`src/rtl/sort_mem.sv`:
```
// sort_mem: 8x8 word store that runs LOAD -> SORT -> DUMP around an external in-place sort controller.
// Latency: sorter read is combinational, sorter write is visible the next cycle; sort_go follows the last load by 1 cycle; dump starts the cycle after sort_done.
// Backpressure: load via in_valid/in_ready; the dump word is held on out_data while out_ready is low. Optional SORT_MEM_CHECK_EN builds the sticky dump-order checker.
module sort_mem #(
  parameter int DEPTH = 8,
  parameter int AW    = 3,
  parameter int DW    = 8
) (
  input  logic          clk,
  input  logic          rst,
  input  logic [AW-1:0] s_addr,
  input  logic [DW-1:0] s_wdata,
  input  logic          s_wr,
  output logic [DW-1:0] s_rdata,
  output logic          sort_go,
  input  logic          sort_done,
  input  logic          in_valid,
  output logic          in_ready,
  input  logic [DW-1:0] in_data,
  output logic          out_valid,
  input  logic          out_ready,
  output logic [DW-1:0] out_data,
  output logic          busy,
  output logic          order_err
);

  typedef enum logic [1:0] {LOAD, SORT, DUMP} state_t;

  localparam logic [AW-1:0] LAST = AW'(DEPTH - 1);

  state_t        state, state_nxt;
  logic [AW-1:0] ptr, ptr_nxt;
  logic          sort_go_nxt;
  logic [DW-1:0] mem [DEPTH];

  // Both ports read the array without a register stage.
  assign s_rdata  = mem[s_addr];
  assign out_data = mem[ptr];

  // Next-state, pointer and handshake outputs; ptr wraps naturally modulo DEPTH.
  always_comb begin
    state_nxt   = state;
    ptr_nxt     = ptr;
    sort_go_nxt = 1'b0;
    in_ready    = 1'b0;
    out_valid   = 1'b0;
    case (state)
      LOAD: begin
        in_ready = 1'b1;
        if (in_valid) begin
          ptr_nxt = ptr + AW'(1);
          if (ptr == LAST) begin
            state_nxt   = SORT;
            sort_go_nxt = 1'b1;
          end
        end
      end
      SORT: begin
        if (sort_done) begin
          state_nxt = DUMP;
          ptr_nxt   = '0;
        end
      end
      DUMP: begin
        out_valid = 1'b1;
        if (out_ready) begin
          ptr_nxt = ptr + AW'(1);
          if (ptr == LAST) state_nxt = LOAD;
        end
      end
      default: begin
        state_nxt = LOAD;
        ptr_nxt   = '0;
      end
    endcase
  end

  // State, pointer, start pulse and busy flag; busy tracks the state being entered.
  always_ff @(posedge clk or negedge rst) begin
    if (!rst) begin
      state   <= LOAD;
      ptr     <= '0;
      sort_go <= 1'b0;
      busy    <= 1'b0;
    end else begin
      state   <= state_nxt;
      ptr     <= ptr_nxt;
      sort_go <= sort_go_nxt;
      busy    <= (state_nxt != LOAD);
    end
  end

  // Array writes: host load in LOAD, sorter write in SORT; contents are not reset.
  always_ff @(posedge clk) begin
    if (state == LOAD && in_valid) begin
      mem[ptr] <= in_data;
    end else if (state == SORT && s_wr) begin
      mem[s_addr] <= s_wdata;
    end
  end

`ifdef SORT_MEM_CHECK_EN
  logic [DW-1:0] prev_dat;

  // Sticky flag when an accepted dump word is smaller than the one before it in the same dump.
  always_ff @(posedge clk or negedge rst) begin
    if (!rst) begin
      prev_dat  <= '0;
      order_err <= 1'b0;
    end else if (state == DUMP && out_ready) begin
      prev_dat <= out_data;
      if (ptr != '0 && out_data < prev_dat) order_err <= 1'b1;
    end
  end
`else
  assign order_err = 1'b0;
`endif

endmodule

```
`config.mk`:
```
export PLATFORM = sky130hd
export DESIGN_NAME = sort_mem
export DESIGN_NICKNAME = d
export VERILOG_FILES = /design/src/rtl/sort_mem.sv
export SDC_FILE = /design/constraint.sdc
export NUM_CORES = 1
export LEC_CHECK = 0
export ABC_AREA = 1
export CAP_MARGIN = 5
export CORE_MARGIN = 2
export CORE_UTILIZATION = 45
export DETAILED_ROUTE_END_ITERATION = 10
export GPL_TIMING_DRIVEN = 0
export PLACE_DENSITY = 0.64
export SYNTH_ARGS = -nofsm -noshare
export SYNTH_HDL_FRONTEND = slang
export SYNTH_SLANG_ARGS = --single-unit
```
`constraint.sdc`:
```
create_clock -name clk -period 4.7 [get_ports clk]
set_clock_uncertainty 0.15 [all_clocks]
set_input_delay 0.94 -clock clk [delete_from_list [all_inputs] [get_ports clk]]
set_output_delay 0.94 -clock clk [all_outputs]
set_load 0.02 [all_outputs]
```
Word-level counts from Yosys, hierarchy flattened
Memories as Yosys holds them, arrays and structs flattened.
Cells that the tools add are included.
{"block": "totals", "ff_bits": 7, "ramBits": 64, "out_inout_bits": 21, "word_cells": 41, "mem_count": 1}
{"name": "mem", "depth": 8, "word_bits": 8, "rd": 2, "rd_ports_with_merged_regs": 0, "write_ports": 1, "line_no": "34", "source": "logic [DW-1:0] mem [DEPTH];"}
{"block": "op_classes", "add_sub_neg": 1, "eq_ne": 6, "mux": 23, "reduce_logical": 6}
{"op": "3-bit two-way mux", "n": 4}
{"op": "1-bit two-way mux", "n": 11}
{"op": "2-bit two-way mux", "n": 5}
{"op": "3-bit case mux with 3 select lines", "n": 1}
{"op": "8-bit two-way mux", "n": 1}
{"op": "8-bit OR reduction", "n": 1}
{"op": "2-bit != test (second input constant)", "n": 3}
{"op": "2-bit case mux with 3 select lines", "n": 1}
{"op": "3-bit by 1-bit adder with 3-bit output (second input constant)", "n": 1}
{"op": "3-bit equality test (second input constant)", "n": 1}
{"op": "3-bit AND reduction", "n": 1}
{"op": "2-bit by 1-bit equality test with 1-bit output (second input constant)", "n": 1}
{"op": "2-bit equality test (second input constant)", "n": 1}
{"op": "1-bit logical AND", "n": 2}
{"op": "2-bit logical NOT", "n": 1}
{"op": "2-bit nonzero test", "n": 1}

Logic depth before layout (Yosys ltp)
Gate-level depths: netlist of run 1.
{"block": "logic_depth", "depth_word": 7, "ltp_mapped": 8, "mapped_depth_nobuf": 6}

Least setup slack after synthesis of run 1
OpenSTA, ideal clock, no wires.
{"block": "synth_path", "path_type": "input port to output port", "start": "in s_addr[1]", "end": "out s_rdata[5]", "arrival_time_ps": 1705, "t_required_ps": 3610, "setup_slack_ps": 1905, "cell_stages": 7, "n_path_buf": 2, "cell_sequence": "buf_2 > inv_2 > buf_2 > nand3_1 > nand2_1 > nand2_1 > nand2_1"}
{"block": "synth_between", "elab_chain_len": 1}
{"item": "start, declared", "line_no": "11", "source": "input logic [AW-1:0] s_addr,"}
{"item": "memory read 8 x 8 bit"}
{"item": "end, declared", "line_no": "14", "source": "output logic [DW-1:0] s_rdata,"}
No other way between the ends.

Final worst setup path of run 1
{"block": "layout_path", "start": "in s_addr[1]", "end": "out s_rdata[2]"}
The elaborated chain is that of the path after synthesis.

==> results of run 1 <==
-- registers in the layout, indices dropped and copies added (netlist names) --
register	count
busy	1
ptr	3
sort_go	1
mem	64
state	2
-- through the flow --
stage | setup WS, ns | cells | util | hold slack (ns) | instance area [um2]
floorplan | 1.90 | 533 | - | 0.494 | 4110
global placement | 0.990 | 682 | 0.529 | 0.543 | 4660
detailed placement | 1.00 | 682 | 0.529 | 0.550 | 4660
CTS | 1.00 | 698 | 0.552 | 0.564 | 4860
global route | 0.909 | 698 | 0.552 | 0.604 | 4860
finish | 0.982 | 698 | 0.552 | 0.559 | 4860
-- where the power goes --
| part | switching (uW) | leakage [uW] | total [uW] | internal, uW |
|---|---|---|---|---|
| registers | 29.3 | 0.000671 | 836 | 807 |
| logic | 821 | 0.00160 | 1240 | 422 |
| clock network | 249 | 0.0000993 | 512 | 262 |
-- Yosys cell counts, drive strengths merged --
cell	count
ha	2
nand3	77
nand4	8
dfrtp	7
conb	1
nor2	13
clkinv	2
nand2	255
inv	76
buf	27
nand3b	1
edfxtp	64
-- cell families after synthesis --
group | count (synthesis) | synth area share
AND/OR/NAND/NOR | 354 | 0.369
other | 1 | 0.000912
adder cells (fa/ha/maj) | 2 | 0.00608
flip-flops | 71 | 0.510
buffers and inverters | 105 | 0.114
-- area by class of cell --
cell class	instances	area share
inverters	78	0.0607
well taps	108	0.0278
flip-flops and latches	71	0.431
plain buffers	27	0.0358
repair buffers	41	0.0844
clock inverters	6	0.0139
multi-input cells	357	0.318
clock buffers	10	0.0283
-- routing by layer --
layer | GRT usage | vias up | part of all wire
met5 | 0 | - | 0
met4 | 0.143 | 0 | 0.047
met3 | 0.0527 | 38 | 0.080
met2 | 0.415 | 187 | 0.46
met1 | 0.335 | 1680 | 0.41
li1 | - | 1769 | -
-- layout by cell type (no fill, tap or decap), types with 7 or more instances in the layout --
master                            Yosys  final
sky130_fd_sc_hd__nor2_1              11     11
sky130_fd_sc_hd__clkdlybuf4s50_1      0     41
sky130_fd_sc_hd__nand4_1              8      8
sky130_fd_sc_hd__nand3_1             75     75
sky130_fd_sc_hd__inv_1               70     70
sky130_fd_sc_hd__edfxtp_1            64     64
sky130_fd_sc_hd__clkbuf_8             0     10
sky130_fd_sc_hd__dfrtp_1              7      7
sky130_fd_sc_hd__buf_2               21     21
sky130_fd_sc_hd__nand2_1            247    247
-- final timing paths --
kind,to
setup / recovery,s_rdata[2]
hold / removal,ptr[2]
min in group asynchronous,busy
hold reg to reg,ptr[2]
max in group asynchronous,ptr[1]
setup reg to reg,mem[0][7]
-- worst min-delay path, cell delays in order, from the launching register on --
cell and delay, ns:
sky130_fd_sc_hd__dfrtp_1 0.34, sky130_fd_sc_hd__buf_6 0.15, sky130_fd_sc_hd__nor2_1 0.06, sky130_fd_sc_hd__nand4_1 0.07, sky130_fd_sc_hd__nand2_1 0.05
==> results.md, run 1 <==
- The cell type group with the largest total delay on the critical path is buffers and inverters.
- The clock tree from TritonCTS is done.
- The largest stage delay on the critical path is 0.62 ns.
- The first global-routing pass estimated 19200 um of wire.
- The detailed placer's ending HPWL is 8250 um.
- The share of the Yosys chip area taken by registers is 0.510.
- Before antenna repair, the detailed router went through 5 iterations.
- The number of synthesized register bits is 71.
- Across every metal layer, demand over resource in global routing totals 0.261.
- The synthesized netlist occupies a cell area of 4110 um2.
- The post-synthesis cell type count is 21.
- Setup repair after global routing left no endpoint under its margin.
- Data on the critical path is required at its endpoint by 3.61 ns.
- In the final routed layout, each cell accounts on average for 17.8 um.
- The number of routed nets with antenna violations is 0.
- The net count of the finished layout is 612.
- The largest net degree at the start of global routing is 14.
- The number of CTS-inserted buffers is 9.
- The slack of the worst reg-to-reg path is 2.16 ns.
- The width of the die is 99.6 um.
- The number of H-tree levels is 3.
- In this run the vertical extent of the chip is 99.6 um.
- The number of antenna repair diodes is 0.
- Summed over all layers, the routed wires come to 12400 um.
- Of the cells placed in the final design, the portion with a size suffix greater than 1 is 0.103.
- At the later pin of the worst-skew pair, clock insertion delay measures 0.35 ns.
- The critical path crosses 8 cells after its start point.
- The number of nets produced by synthesis is 560.
- The cell count of the worst reg-to-reg path is 5.
- For this design the ratio of total power to cell area is 533 nW/um2.
- The number of hold buffers added after CTS was 0.
- The share of synthesized area in the top cell type comes to 0.467.
- The aggregate negative setup slack is 0 ns.
- 46 I/O pins were placed.
- The category of the most critical setup path is in2out.
- The total number of clock tree sinks is 71.
- The flow ran to the end, and the final reports show no timing, DRC or antenna violations.
- The most area-hungry cell type in the Yosys netlist is sky130_fd_sc_hd__edfxtp_1.
- The hold violation total from the final report is 0.
- The relative max-transition margin is 0.201.
- The detailed router finished its first iteration with 299 violations.
- A synthesized cell averages 7.72 um2.
- The critical path goes through buf_2 -> inv_2 -> buf_2 -> nand3_1 -> nand2_1 -> nand2_1 -> nand2_1 -> clkdlybuf4s50_1.
- The number of vias after detailed routing is 3674.
- For the pin with the worst max-slew slack, the measured transition is 1.19 ns.
- The full die area is 9920 um2.
- The initial antenna violation count is 0.
- The worst hold path cell count is 4.
- After layout, the minimum clock period comes to 3.72 ns.
- Counting stages on the worst path, the most repeated cell is sky130_fd_sc_hd__nand2_1.
- Sorting the synthesized cells by area gives the leading types as sky130_fd_sc_hd__edfxtp_1 47%, sky130_fd_sc_hd__nand2_1 23%, sky130_fd_sc_hd__nand3_1 9.1%.
- The clock-pin slew on the worst setup and hold paths is 0.08 ns.
- The max-slew violation total from the final report is 0.
- The final-layout fill cell count is 820.
- The last weighted congestion value of the routability-driven placer is 0.930.
- Setup violations remaining at the end of the flow were counted as 0.
- The total overflow left after global routing is 0.
- The post-detailed-route DRC marker count is 0.
- The launch point of the worst hold path is state[0].
- The count of mapped cells out of synthesis is 533.
- Compared with the post-synthesis result, the final layout area differs by 18.2%.
- Along the worst path, the maximum fanout reaches 10.
- The startpoint type of the worst setup path is an input port.
- The number of global-route vias before repair is 3693.
- The slowest stage of the critical path is the sky130_fd_sc_hd__clkdlybuf4s50_1 cell.
- In this run the clock root is driven by a sky130_fd_sc_hd__clkbuf_8.
- The fmax is 269 MHz.
- The total leakage power is 0.00237 uW.
- The number of buffers inserted to repair setup after CTS is 0.
- The endpoint arrival time on the critical path is 2.63 ns.
- The detail-routed via count per cell is 5.26.
- The total area inside the core boundary comes to 8810 um2.
- The number of buffers and inverters on the critical path is 4.
- Summing all multi-input logic gate instances after layout gives 1550 um2.
- The completed layout was analyzed and its total power is 2590 uW.
- The number of standard-cell rows in the floorplan is 34.
- The final critical-path share of the clock period is 0.791.
- The number of warnings issued by yosys is 0.
- Across the whole layout, storage elements account for 2100 um2.
- The source of the critical timing path is s_addr[1].
- The reg-to-reg critical path startpoint is ptr[0].
- The port buffer count is 41.
- The maximum clock insertion buffer count is 2.
- In this run the worst hold path is classified as reg2reg.
- The number of resized instances in the post-cts repair step is 0.
- The effective utilization at floorplan is 0.467.
- The endpoint type of the worst setup path is a primary output.
- The maximum VDD drop is 0.278 mV.
- The tool flagged a number of max-cap violations equal to 0.
(Power assumes the default switching activity.)
==> inputs of run 2 (changes only) <==
==> constraint.sdc (replaced) <==
create_clock -name clk -period 3.7 [get_ports clk]
set_clock_uncertainty 0.15 [all_clocks]
set_input_delay 0.74 -clock clk [delete_from_list [all_inputs] [get_ports clk]]
set_output_delay 0.74 -clock clk [all_outputs]
set_load 0.02 [all_outputs]
==> results of run 2 <==
The final DEF is identical to that of run 1. Status: complete, no violations.
Among the figures that moved: setup slack after placement 1.00 ns -> 0.402 ns; setup slack after layout 0.982 ns -> 0.353 ns; hold slack 0.559 ns -> 0.487 ns; start point of the critical path s_addr[1] -> ptr[1]; end point of the critical path s_rdata[2] -> out_data[0]; register-to-register setup slack 2.16 ns -> 1.16 ns; total power 2590 uW -> 3290 uW; worst IR drop on VDD 0.278 mV -> 0.353 mV
==> inputs of run 3 (changes only) <==
--- a/config.mk
+++ b/config.mk
@@ -5,13 +5,14 @@
 export SDC_FILE = /design/constraint.sdc
 export NUM_CORES = 1
 export LEC_CHECK = 0
-export ABC_AREA = 1
 export CAP_MARGIN = 5
 export CORE_MARGIN = 2
 export CORE_UTILIZATION = 45
 export DETAILED_ROUTE_END_ITERATION = 10
 export GPL_TIMING_DRIVEN = 0
-export PLACE_DENSITY = 0.64
+export HOLD_SLACK_MARGIN = 0.08
+export PLACE_DENSITY = 0.65
+export SLEW_MARGIN = 20
 export SYNTH_ARGS = -nofsm -noshare
 export SYNTH_HDL_FRONTEND = slang
 export SYNTH_SLANG_ARGS = --single-unit
==> run 3 against run 2 <==
  * Sequential share of layout area grew 4.7 points
  * Critical path type is now in2out
  * Die area is 11% lower
  * First-iteration DRC count down 49%
  * Synthesized cell count shrank 60%
  * Final cell count down 47%
==> results.md, run 3 <==
- The startpoint type of the worst setup path is an input port.
- The die span in y is 93.8 um (-5.9%).
- The average cell area after synthesis is 16.9 um2 (+120%).
- The number of global-route vias before repair is 2215 (-40%).
- The most area-hungry cell type in the Yosys netlist is sky130_fd_sc_hd__edfxtp_1.
- The width of the die is 93.8 um (-5.9%).
- The last weighted congestion value of the routability-driven placer came to 0.842 (-9.6%).
- The post-synthesis cell type count came to 32 (+52%).
- The area of the core was 7770 um2 (-12%).
- The length of routed wiring on met1 is 3080 um (-40%).
- The detail-routed via count per cell came to 5.65 (+7.4%).
- The clock insertion delay at the later pin of the skew report is 0.35 ns (about the same).
- The total leakage power is 0.00157 uW (-34%).
- The maximum VDD drop is 0.378 mV.
- The number of nets produced by synthesis is 241 (-57%).
- Based on the critical path, the design can be clocked at up to 302 MHz.
- The part of the power in registers is 0.376 (+0.053).
- The number of routed nets with antenna violations is 0 (unchanged).
- By area the synthesized netlist is led by sky130_fd_sc_hd__edfxtp_1 53%, sky130_fd_sc_hd__mux4_2 15%, sky130_fd_sc_hd__mux4_1 5.8%.
- Leaving out fill and tap cells, the most frequent cell in the layout is sky130_fd_sc_hd__edfxtp_1.
- The power density of the placed cells is 659 nW/um2.
- The port buffer count is 42 (+2.4%).
- The maximum clock insertion buffer count came to 2 (unchanged).
- The worst setup path is captured at a primary output.
- The number of setup violations in the final report is 0 (unchanged).
- The number of cells after detailed placement is 358 (-48%).
- The number of synthesized register bits is 71 (unchanged).
- Dividing the final minimum period by the clock period gives 0.896.
- The number of CTS-inserted buffers is 9 (unchanged).
- The post-detailed-route DRC marker count is 0 (unchanged).
- The clock-pin slew on the worst setup and hold paths is 0.07 ns (about the same).
- The largest net degree at the start of global routing is 13 (-1).
- The all-layer global routing usage came to 0.197 (-0.0637).
- The flip-flop count of the largest register after layout is 64 (unchanged).
- The full die area is 8790 um2 (-11%).
- The run finished with clean final reports.
- The ratio of cells with drive above 1 in the final layout is 0.240 (+0.136).
- The initial antenna violation count was 0 (unchanged).
- Leaving out fill and tap cells, the most frequent cells in the layout are 64 x sky130_fd_sc_hd__edfxtp_1, 42 x sky130_fd_sc_hd__clkdlybuf4s50_1, 27 x sky130_fd_sc_hd__nand2_1.
- The final-layout fill cell count is 621 (-24%).
- Setup repair after global routing left no endpoint under its margin.
- The number of warnings issued by yosys came to 0 (unchanged).
- The fraction of synthesized cell area taken by the top area cell type is 0.530 (+0.0627).
- The count of mapped cells out of synthesis is 214 (-60%).
- The net count of the finished layout is 294 (-52%).
- The relative max-transition margin is 0.294 (+0.0929).
- At the worst endpoint, the arrival time is 2.42 ns.
- The largest registers in the layout are mem (64), ptr (3), state (2).
- The largest fanout of any net on the critical path is 10 (unchanged).
- The number of flops mapped to enable cells by yosys is 64 (unchanged).
- The worst path needs 3.31 ns of the cycle, external delays included.
- For the worst setup path, the data required time is 2.81 ns.
- The total number of clock tree sinks is 71 (unchanged).
- The number of max-cap violations is 0 (unchanged).
- The max-slew violation total from the final report is 0 (unchanged).
- Relative to the synthesized area, the layout overhead comes to 20.9%.
- The root buffer cell chosen for the clock tree is sky130_fd_sc_hd__clkbuf_8.
- The violation count after the first detailed-route iteration is 153 (-49%).
- The aggregate routed wire length is 7860 um (-37%).
- The number of I/O pins is 46 (unchanged).
- The number of resized instances in the post-cts repair step came to 0 (unchanged).
- The tightest hold path in the finished design has a slack of 0.436 ns.
- The worst register-to-register path has a setup slack of 1.12 ns.
- The total net switching power is 940 uW.
- In the synthesized netlist, the cells that appear most often are 64 x sky130_fd_sc_hd__edfxtp_1, 27 x sky130_fd_sc_hd__nand2_1, 24 x sky130_fd_sc_hd__mux4_2.
- The effective utilization at floorplan is 0.467 (about the same).
- The number of standard-cell rows in the floorplan is 32 (-5.9%).
- The hold violation total from the final report is 0 (unchanged).
- The number of H-tree levels was 3 (unchanged).
- The wire length of the first global-routing pass is 12200 um (-37%).
- The worst hold path belongs to the class reg2reg.
- The category of the most critical setup path is in2out.
- The async set-reset flop share out of synthesis is 0.0986 (unchanged).
- The main flop type after synthesis is sky130_fd_sc_hd__edfxtp_1.
- The detailed placer's ending HPWL came to 5290 um (-36%).
- The number of buffers inserted to repair setup after CTS is 0 (unchanged).
- The worst hold path cell count is 1.
- The highest layer touched by signal routing is met4.
- In this run the worst setup path terminates at s_rdata[1].
- The number of hold-repair buffers added at the cts stage was 0 (unchanged).
- The routed wirelength normalized by instance count came to 21.1 um (+19%).
- The endpoint identified for the worst register-to-register timing path is mem[3][5].
- The transition time at the pin with the least slew margin is 1.06 ns (-0.139 ns).
- Of the total power, the share spent switching nets is 0.325.
- sky130_fd_sc_hd__edfxtp_1 is the most common cell in the netlist.
- The number of antenna repair diodes was 0 (unchanged).
- TritonCTS built the clock tree.
- The first-pass detailed-route iteration total is 5 (unchanged).
- The source of the critical timing path is s_addr[1].
- The clock network fraction of design power came to 0.228 (+0.031).
- The wire length on met2 is 4120 um (-28%).
- The reg-to-reg critical path startpoint is ptr[0].
- The combinational power share came to 0.395 (-0.085).
- Cell internal power was estimated by the tool at 1950 uW.
- The worst hold path begins at state[1].
- The aggregate negative setup slack is 0 ns (unchanged).
- The final non-filler cell total came to 373 (-47%).
- The global route total overflow is 0 (unchanged).
- The number of vias after detailed routing is 2108 (-43%).
- The cell count of the worst reg-to-reg path is 4 (-1).
- The detailed-routed wire length on met3 is 456 um (-54%).
- mem holds more flip-flops than any other register.
- The combined area of all synthesized cells is 3630 um2 (-12%).
- The sequential cell area fraction in the yosys report is 0.578 (+0.0684).
## run 3: how the worst min path moves through the flow
stage | end | slack, ns
2_1_floorplan | busy | 0.29
3_3_place_gp | state[0] | 0.43
3_5_place_dp | state[0] | 0.42
4_1_cts | state[0] | 0.43
5_1_grt | state[0] | 0.48
6_report | state[0] | 0.44
## run 3: cell families after synthesis
kind of cell	synth area share
flops	0.578
simple gates	0.0797
mux	0.279
buf+inv	0.0341
compound gates	0.0210
fa+ha+maj	0.00690
other cells	0.00103
## run 3: power by group through the flow
stage | registers (uW) | clock network, uW | logic [uW]
2_1_floorplan | 1080 | 0 | 757
3_3_place_gp | 1100 | 0 | 1150
3_5_place_dp | 1100 | 0 | 1150
4_1_cts | 1090 | 668 | 1150
5_1_grt | 1100 | 706 | 1230
6_report | 1090 | 659 | 1140
## run 3: cell type report
class                           instances  area [um2]  area share
Clock buffer                            9         124      0.0283
Timing Repair Buffer                   42         420      0.0959
Tap cell                              102         128      0.0291
Buffer                                 14         116      0.0265
Sequential cell                        71        2100       0.478
Inverter                                2        7.51     0.00171
Clock inverter                          6        85.1      0.0194
Multi-Input combinational cell        127        1410       0.321
## run 3: metal layers
layer,up-vias,global-route usage
met1,1045,0.235
met5,-,0
met4,0,0.0797
li1,964,-
met3,18,0.0433
met2,81,0.347
## run 3: through the flow
step / util / setup WS [ns] / total power [uW] / area (um2)
after CTS: 0.564 / 0.368 / 2910 / 4380
after global routing: 0.564 / 0.300 / 3040 / 4380
after global placement: 0.538 / 0.230 / 2250 / 4180
final: 0.564 / 0.387 / 2890 / 4380
after detailed placement: 0.538 / 0.285 / 2250 / 4180
after floorplan: - / 1.02 / 1840 / 3630
## run 3: critical path, stage by stage
cell	delay (ns)
sky130_fd_sc_hd__dlymetal6s2s_1	0.44
sky130_fd_sc_hd__mux4_1	0.40
sky130_fd_sc_hd__mux2_4	0.28
sky130_fd_sc_hd__clkdlybuf4s50_1	0.55
